===== src/rtl/mdu_pkg.sv =====
// Shared definitions for the iterative multiply/divide unit: widths, op codes, FSM states.
package mdu_pkg;

    localparam int unsigned WIDTH      = 32;
    localparam int unsigned ITERATIONS = 32;
    localparam int unsigned CNT_W      = $clog2(ITERATIONS);

    // Codes 6 and 7 are not listed; they are accepted and do nothing.
    typedef enum logic [2:0] {
        MDU_MULTU = 3'd0,
        MDU_MULT  = 3'd1,
        MDU_DIVU  = 3'd2,
        MDU_DIV   = 3'd3,
        MDU_MTHI  = 3'd4,
        MDU_MTLO  = 3'd5
    } mdu_op_e;

    typedef enum logic [1:0] {
        IDLE = 2'd0,
        RUN  = 2'd1,
        FIX  = 2'd2
    } mdu_state_e;

endpackage


===== src/rtl/mult_div_unit_if.sv =====
// Request/result bundle between the execute stage (master) and the MDU (slave).
interface mult_div_unit_if;
    import mdu_pkg::*;

    logic             start;
    logic [2:0]       op;
    logic [WIDTH-1:0] operand_a;
    logic [WIDTH-1:0] operand_b;
    logic             flush;
    logic             busy;
    logic             done;
    logic             div_by_zero;
    logic [WIDTH-1:0] hi;
    logic [WIDTH-1:0] lo;

    modport master (
        output start, op, operand_a, operand_b, flush,
        input  busy, done, div_by_zero, hi, lo
    );

    modport slave (
        input  start, op, operand_a, operand_b, flush,
        output busy, done, div_by_zero, hi, lo
    );

endinterface


===== src/rtl/mdu_sign_fixup.sv =====
// Sign handling shared by multiply and divide: magnitudes on entry, result negation in FIX.
module mdu_sign_fixup
    import mdu_pkg::*;
(
    input  logic               is_signed,
    input  logic [WIDTH-1:0]   a,
    input  logic [WIDTH-1:0]   b,
    output logic [WIDTH-1:0]   mag_a,
    output logic [WIDTH-1:0]   mag_b,
    output logic               sign_a,
    output logic               sign_b,
    input  logic               is_div,
    input  logic               neg_res,
    input  logic               neg_rem,
    input  logic [2*WIDTH-1:0] acc,
    output logic [WIDTH-1:0]   res_hi,
    output logic [WIDTH-1:0]   res_lo
);

    logic [2*WIDTH-1:0] product;
    logic [WIDTH-1:0]   quot;
    logic [WIDTH-1:0]   rem;

    // Operand magnitudes for the unsigned datapath.
    always_comb begin
        sign_a = is_signed & a[WIDTH-1];
        sign_b = is_signed & b[WIDTH-1];
        mag_a  = sign_a ? -a : a;
        mag_b  = sign_b ? -b : b;
    end

    // Restore signs: whole product, or quotient (sign a^b) and remainder (sign a) separately.
    always_comb begin
        product = neg_res ? -acc : acc;
        quot    = neg_res ? -acc[WIDTH-1:0] : acc[WIDTH-1:0];
        rem     = neg_rem ? -acc[2*WIDTH-1:WIDTH] : acc[2*WIDTH-1:WIDTH];
        res_hi  = is_div ? rem  : product[2*WIDTH-1:WIDTH];
        res_lo  = is_div ? quot : product[WIDTH-1:0];
    end

endmodule


===== src/rtl/mult_div_unit.sv =====
// Iterative radix-2 multiply/divide unit with private HI/LO; 33 busy cycles per mul/div.
module mult_div_unit
    import mdu_pkg::*;
(
    input logic              clock,
    input logic              reset_n,
    mult_div_unit_if.slave   bus
);

    localparam logic [CNT_W-1:0] LAST = CNT_W'(ITERATIONS - 1);

    mdu_state_e         state;
    logic [CNT_W-1:0]   count;
    logic [2*WIDTH-1:0] acc;
    logic [WIDTH-1:0]   divisor;
    logic               is_div;
    logic               neg_res;
    logic               neg_rem;
    logic               div_zero;
    logic [WIDTH-1:0]   hi_r;
    logic [WIDTH-1:0]   lo_r;
    logic               busy_r;
    logic               done_r;
    logic               dbz_r;

    logic               req_signed;
    logic               req_div;
    logic [WIDTH-1:0]   mag_a;
    logic [WIDTH-1:0]   mag_b;
    logic               sign_a;
    logic               sign_b;
    logic [WIDTH-1:0]   res_hi;
    logic [WIDTH-1:0]   res_lo;
    logic [WIDTH:0]     mul_sum;
    logic [WIDTH:0]     div_diff;
    logic [2*WIDTH-1:0] step_acc;

    assign req_signed = (bus.op == MDU_MULT) || (bus.op == MDU_DIV);
    assign req_div    = (bus.op == MDU_DIVU) || (bus.op == MDU_DIV);

    mdu_sign_fixup u_sign_fixup (
        .is_signed (req_signed),
        .a         (bus.operand_a),
        .b         (bus.operand_b),
        .mag_a     (mag_a),
        .mag_b     (mag_b),
        .sign_a    (sign_a),
        .sign_b    (sign_b),
        .is_div    (is_div),
        .neg_res   (neg_res),
        .neg_rem   (neg_rem),
        .acc       (acc),
        .res_hi    (res_hi),
        .res_lo    (res_lo)
    );

    // One iteration: shift-add multiply (multiplier in low half) or restoring divide.
    always_comb begin
        mul_sum  = {1'b0, acc[2*WIDTH-1:WIDTH]} + (acc[0] ? {1'b0, divisor} : '0);
        div_diff = acc[2*WIDTH-1:WIDTH-1] - {1'b0, divisor};
        if (!is_div) begin
            step_acc = {mul_sum, acc[WIDTH-1:1]};
        end else if (div_diff[WIDTH]) begin
            step_acc = {acc[2*WIDTH-2:0], 1'b0};
        end else begin
            step_acc = {div_diff[WIDTH-1:0], acc[WIDTH-2:0], 1'b1};
        end
    end

    // Control FSM with datapath state and registered outputs.
    always_ff @(posedge clock or negedge reset_n) begin
        if (!reset_n) begin
            state    <= IDLE;
            count    <= '0;
            acc      <= '0;
            divisor  <= '0;
            is_div   <= 1'b0;
            neg_res  <= 1'b0;
            neg_rem  <= 1'b0;
            div_zero <= 1'b0;
            hi_r     <= '0;
            lo_r     <= '0;
            busy_r   <= 1'b0;
            done_r   <= 1'b0;
            dbz_r    <= 1'b0;
        end else begin
            done_r <= 1'b0;
            unique case (state)
                IDLE: begin
                    if (bus.start && !bus.flush) begin
                        case (bus.op)
                            MDU_MULTU, MDU_MULT, MDU_DIVU, MDU_DIV: begin
                                acc      <= {{WIDTH{1'b0}}, mag_a};
                                divisor  <= mag_b;
                                is_div   <= req_div;
                                neg_res  <= sign_a ^ sign_b;
                                neg_rem  <= sign_a;
                                div_zero <= req_div && (bus.operand_b == '0);
                                count    <= '0;
                                busy_r   <= 1'b1;
                                state    <= RUN;
                            end
                            MDU_MTHI: hi_r <= bus.operand_a;
                            MDU_MTLO: lo_r <= bus.operand_a;
                            default: ;
                        endcase
                    end
                end
                RUN: begin
                    if (bus.flush) begin
                        busy_r <= 1'b0;
                        state  <= IDLE;
                    end else begin
                        acc   <= step_acc;
                        count <= count + 1'b1;
                        if (count == LAST) begin
                            state <= FIX;
                        end
                    end
                end
                FIX: begin
                    busy_r <= 1'b0;
                    state  <= IDLE;
                    if (!bus.flush) begin
                        hi_r   <= res_hi;
                        // Zero divisor: quotient is all ones whatever the signs.
                        lo_r   <= div_zero ? '1 : res_lo;
                        dbz_r  <= div_zero;
                        done_r <= 1'b1;
                    end
                end
                default: begin
                    busy_r <= 1'b0;
                    state  <= IDLE;
                end
            endcase
        end
    end

    assign bus.busy        = busy_r;
    assign bus.done        = done_r;
    assign bus.div_by_zero = dbz_r;
    assign bus.hi          = hi_r;
    assign bus.lo          = lo_r;

endmodule


===== src/flat_wrapper.sv =====
// flat-port wrapper written by rule: the top's interface ports become plain ports
module mult_div_unit_flat import mdu_pkg::*;
  (clock, reset_n, bus_start, bus_op, bus_operand_a, bus_operand_b, bus_flush, bus_busy, bus_done, bus_div_by_zero, bus_hi, bus_lo);
  mult_div_unit_if bus_i ();
  input logic clock;
  input logic reset_n;
  input wire logic [$bits(bus_i.start)-1:0] bus_start;
  input wire logic [$bits(bus_i.op)-1:0] bus_op;
  input wire logic [$bits(bus_i.operand_a)-1:0] bus_operand_a;
  input wire logic [$bits(bus_i.operand_b)-1:0] bus_operand_b;
  input wire logic [$bits(bus_i.flush)-1:0] bus_flush;
  output wire logic [$bits(bus_i.busy)-1:0] bus_busy;
  output wire logic [$bits(bus_i.done)-1:0] bus_done;
  output wire logic [$bits(bus_i.div_by_zero)-1:0] bus_div_by_zero;
  output wire logic [$bits(bus_i.hi)-1:0] bus_hi;
  output wire logic [$bits(bus_i.lo)-1:0] bus_lo;
  assign bus_i.start = bus_start;
  assign bus_i.op = bus_op;
  assign bus_i.operand_a = bus_operand_a;
  assign bus_i.operand_b = bus_operand_b;
  assign bus_i.flush = bus_flush;
  assign bus_busy = bus_i.busy;
  assign bus_done = bus_i.done;
  assign bus_div_by_zero = bus_i.div_by_zero;
  assign bus_hi = bus_i.hi;
  assign bus_lo = bus_i.lo;
  mult_div_unit u_core (.clock(clock), .reset_n(reset_n), .bus(bus_i));
endmodule

===== config.mk =====
export PLATFORM = sky130hd
export DESIGN_NAME = mult_div_unit_flat
export DESIGN_NICKNAME = d
export VERILOG_FILES = /design/src/rtl/mdu_pkg.sv /design/src/rtl/mult_div_unit_if.sv /design/src/rtl/mdu_sign_fixup.sv /design/src/rtl/mult_div_unit.sv /design/src/flat_wrapper.sv
export SDC_FILE = /design/constraint.sdc
export NUM_CORES = 1
export LEC_CHECK = 0
export ABC_AREA = 1
export CAP_MARGIN = 25
export CORE_AREA = 2 2 245 247
export CTS_BUF_LIST = sky130_fd_sc_hd__clkbuf_2
export DETAILED_ROUTE_END_ITERATION = 8
export DIE_AREA = 0 0 247 249
export PLACE_DENSITY = 0.43
export SLEW_MARGIN = 0
export SYNTH_ARGS = -nofsm -noshare
export SYNTH_HDL_FRONTEND = slang
export SYNTH_HIERARCHICAL = 1
export SYNTH_SLANG_ARGS = --single-unit

===== constraint.sdc =====
create_clock -name clock -period 5.9 [get_ports clock]
set_input_delay 1.18 -clock clock [delete_from_list [all_inputs] [get_ports clock]]
set_output_delay 1.18 -clock clock [all_outputs]
set_load 0.005 [all_outputs]

==> results by group <==
Timing
  – Period utilization: 61.0%
  – Final hold violation count: 0
  – Setup TNS: 0 ns
  – Final setup viols: 0
  – Worst Skew: 0.0936 ns
  – Worst-margin pin slew: 0.992 ns
  – Fmax: 278 MHz
  – Final Max Slew Viols: 0
  – Fin crit period: 3.60 ns
  – RSZ-0062 raised after global routing: no
  – Slew HR: 33.6%

Global routing
  – GRT Overall Usage: 25.3%
  – GR Overflow Total: 0
  – Initial antenna violation count: 2
  – Pin count of the biggest net entering global routing: 101
  – Vias in the first global route: 19,051
  – First-pass GRT wire length: 117 mm

Pwr
  – Pleak: 9.73 nW
  – Clk network pwr share: 8.3%
  – Seq pwr share: 27.0%
  – Switching Fraction: 56.7%
  – P_sw: 4.57 mW
  – P_int: 3.49 mW
  – Worst vdd ir: 202 µV
  – Comb power frac: 64.7%
  – Power per Cell Area: 407 nW/µm²

Detailed routing
  – Routed vias: 19,184
  – Wirelength, routed: 77.6 mm
  – DRC: 0
  – DR pass1 iterations: 6
  – Drt wl/cell: 20.4 µm
  – Initial DRC count: 1,482
  – Vias per std cell: 5.05
  – Antenna viol nets, final: 0

Run
  – MaxCap Viol Count: 0

Placement
  – Detailed Place HPWL: 62.4 mm
  – Final GP Congestion: 0.946
  – # placed instances: 3,767
  – Port Buffer Count: 137

Clock network
  – PostCTS Resize Cnt: 0
  – Clk buf depth: 2
  – Clk slew on worst S/H paths: 0.29 ns
  – H-tree depth reported by CTS: 4
  – Num CTS Buffers: 17
  – Clock root cell: clkbuf_2
  – Setup Buffers After CTS: 0
  – Worst skew pair latency: 1.10 ns
  – Clock Sink Count: 174
  – CTS tree: built

Setup path
  – CP Class: reg -> reg
  – Critical path buffer and inverter count: 2
  – Slowest cell on crit path: dfrtp_1
  – Worst-path cell chain: inv_1 > ha_1 > fa_1 > inv_2 > nand2_1 > nand2_1 > nand3_1 > nand2_2 > nand2_2 > nand2_4 > nand2_2 > nand2_2 > nand2_2 > nand2_2 > nand3_1 > nand3_1 > nand2_1 > nand2_1
  – Element type at the critical path start: flip-flop
  – Cell family with most CP delay: simple AND/OR/NAND/NOR gates
  – Crit. End Element: flip-flop
  – Worst Setup SP: u_core/acc[31]$_DFFE_PN0P_
  – Worst EP arrival: 4.59 ns
  – Critical Path Most Common Cell: nand2_2
  – Worst-path fanout max: 29
  – Worst r2r dst: u_core/acc[63]$_DFFE_PN0P_
  – R2R Setup Slk: 2.30 ns
  – CP peak stage delay: 0.61 ns
  – Reg2Reg Depth: 18
  – Worst r2r src: u_core/acc[31]$_DFFE_PN0P_
  – CP required: 6.88 ns

Die
  – Core Region: 58,700 µm²
  – Die ar.: 61,500 µm²
  – Placement Rows: 89
  – Die Width: 247 µm
  – IO Count: 138
  – Die H: 249 µm
  – Initial Util: 29.9%

Synthesis
  – Mapped Avg Cell Area: 5.98 µm²
  – Seq/Total Area, Yosys: 24.8%
  – Yosys synthesis warning count: 6
  – Post-synth ARST share: 100%
  – Dominant synthesized flop cell: dfrtp_1
  – Yosys cell types: 51
  – Syn Nets: 3,078
  – Cell count after synthesis: 2,935
  – EDFF count, synth: 0
  – Yosys reg bits: 174
  – Post-synthesis cell area: 17,500 µm²

Hold path
  – WHS Endpoint: u_core/bus.hi[0]$_DFFE_PN0P_
  – Hold Path Class: reg -> reg
  – Hold path start: u_core/bus.hi[0]$_DFFE_PN0P_
  – Hold depth: 1

Run status
  – Run status: finished clean

Layout
  – Share of layout cells above drive strength 1: 4.03%
  – Synthesis-to-finish area growth: 13.1%
  – Final net count: 3,157
  – Final std cells w/o fill: 3,801
power groups by stage:
stage | Clock [mW] | Combinational, mW | Sequential [mW]
2_1_floorplan | 0 | 3.57 | 1.88
3_3_place_gp | 0 | 5.20 | 2.19
3_5_place_dp | 0 | 5.19 | 2.20
4_1_cts | 0.713 | 5.22 | 2.17
5_1_grt | 0.747 | 5.87 | 2.22
6_report | 0.667 | 5.22 | 2.18
layout by cell type, fill, tap and decap left out, drive strengths merged, types with 3 or more instances in the layout:
cell / count
a21o: 34
a21oi: 131
a31oi: 39
and2: 3
buf: 14
clkbuf: 21
clkdlybuf4s50: 136
clkinv: 7
dfrtp: 174
ha: 70
inv: 406
nand2: 1003
nand3: 192
nand3b: 16
nand4: 28
nor2: 332
nor3: 26
nor3b: 3
nor4: 13
o211ai: 33
o21a: 7
o21ai: 200
o21bai: 3
o31ai: 3
or2: 3
xnor2: 49
xor2: 67
worst register-to-register path: stages, from the launching register on:
cell and delay, ns:
dfrtp_1 0.61, inv_1 0.17, ha_1 0.27, fa_1 0.42
inv_2 0.12, nand2_1 0.06, nand2_1 0.08, nand3_1 0.10
nand2_2 0.14, nand2_2 0.08, nand2_4 0.09, nand2_2 0.07
nand2_2 0.07, nand2_2 0.05, nand2_2 0.58, nand3_1 0.27
nand3_1 0.19, nand2_1 0.10, nand2_1 0.06
layout make-up:
type	instances	area [µm²]
clock buffers	20	100
multi-input cells	2264	11300
repair buffers	152	1520
fillers	6710	38900
clock inverters	11	92.6
well taps	773	967
inverters	405	1520
diodes	2	5.00
flip-flops and latches	174	4360
sequential cells by signal, summed over array words and instances, names as in the netlist:
signal                  cells
u_core/acc                 64
u_core/neg_res              1
u_core/bus.div_by_zero      1
u_core/bus.done             1
u_core/is_div               1
u_core/bus.busy             1
u_core/div_zero             1
u_core/count                5
u_core/divisor             32
u_core/neg_rem              1
u_core/state                2
u_core/bus.hi              32
u_core/bus.lo              32
what timing repair did:
action	in CTS	in global routing
hold endpoints to repair	35	0
setup endpoints to repair	0	0
hold buffers	1	0
how the worst max path moves through the flow:
stage                                     endpoint  slack (ns)  cells after the start
floorplan           u_core/divisor[22]$_DFFE_PN0P_        3.43                     11
global placement    u_core/divisor[29]$_DFFE_PN0P_        2.01                     10
detailed placement     u_core/div_zero$_DFFE_PN0P_        1.93                      9
CTS                     u_core/acc[63]$_DFFE_PN0P_        2.29                     18
global route            u_core/acc[53]$_DFFE_PN0P_        2.03                     18
finish                  u_core/acc[63]$_DFFE_PN0P_        2.30                     18
cell families after synthesis:
group / Yosys count / share of synthesized area, %
flip-flops: 174 / 24.8
adder cells (fa/ha/maj): 72 / 5.22
buffers and inverters: 497 / 11.1
XOR/XNOR: 116 / 5.79
AND/OR/NAND/NOR: 1620 / 38.2
AO/OA/AOI/OAI: 456 / 14.8
layer usage:
metal	up-vias	global-route usage [%]	part of all wire (%)
met5	-	0	0
met4	0	11.5	4.4
met3	110	2.66	3.7
met2	491	44.3	49
met1	9084	31.1	43
li1	9499	-	-
metrics by stage:
stage	instance area (µm²)	hold WS, ns	util (%)	power, mW	worst slack, ns
CTS	19800	0.521	33.8	8.11	2.29
detailed placement	19600	0.465	33.4	7.40	1.93
finish	19800	0.510	33.8	8.06	2.30
floorplan	17500	0.444	-	5.44	3.43
global placement	19600	0.465	33.4	7.39	2.01
global route	19800	0.538	33.8	8.85	2.03
cells in the mapped netlist (all sizes together), types with 7 or more instances:
cell / count / share of area (%)
clkbuf: 45 / 0.96
nand3b: 16 / 0.68
dfrtp: 174 / 25
nand4: 28 / 1.0
nand2: 1003 / 22
nor3: 26 / 0.83
xnor2: 49 / 2.4
a21oi: 131 / 3.8
a21o: 34 / 1.5
inv: 404 / 8.6
o21a: 7 / 0.30
ha: 70 / 5.0
o21ai: 200 / 6.0
o211ai: 33 / 1.4
xor2: 67 / 3.3
nor2: 332 / 7.5
a31oi: 39 / 1.4
nor4: 13 / 0.46
buf: 47 / 1.5
nand3: 192 / 5.6
Power figures use the tool's default switching activity.
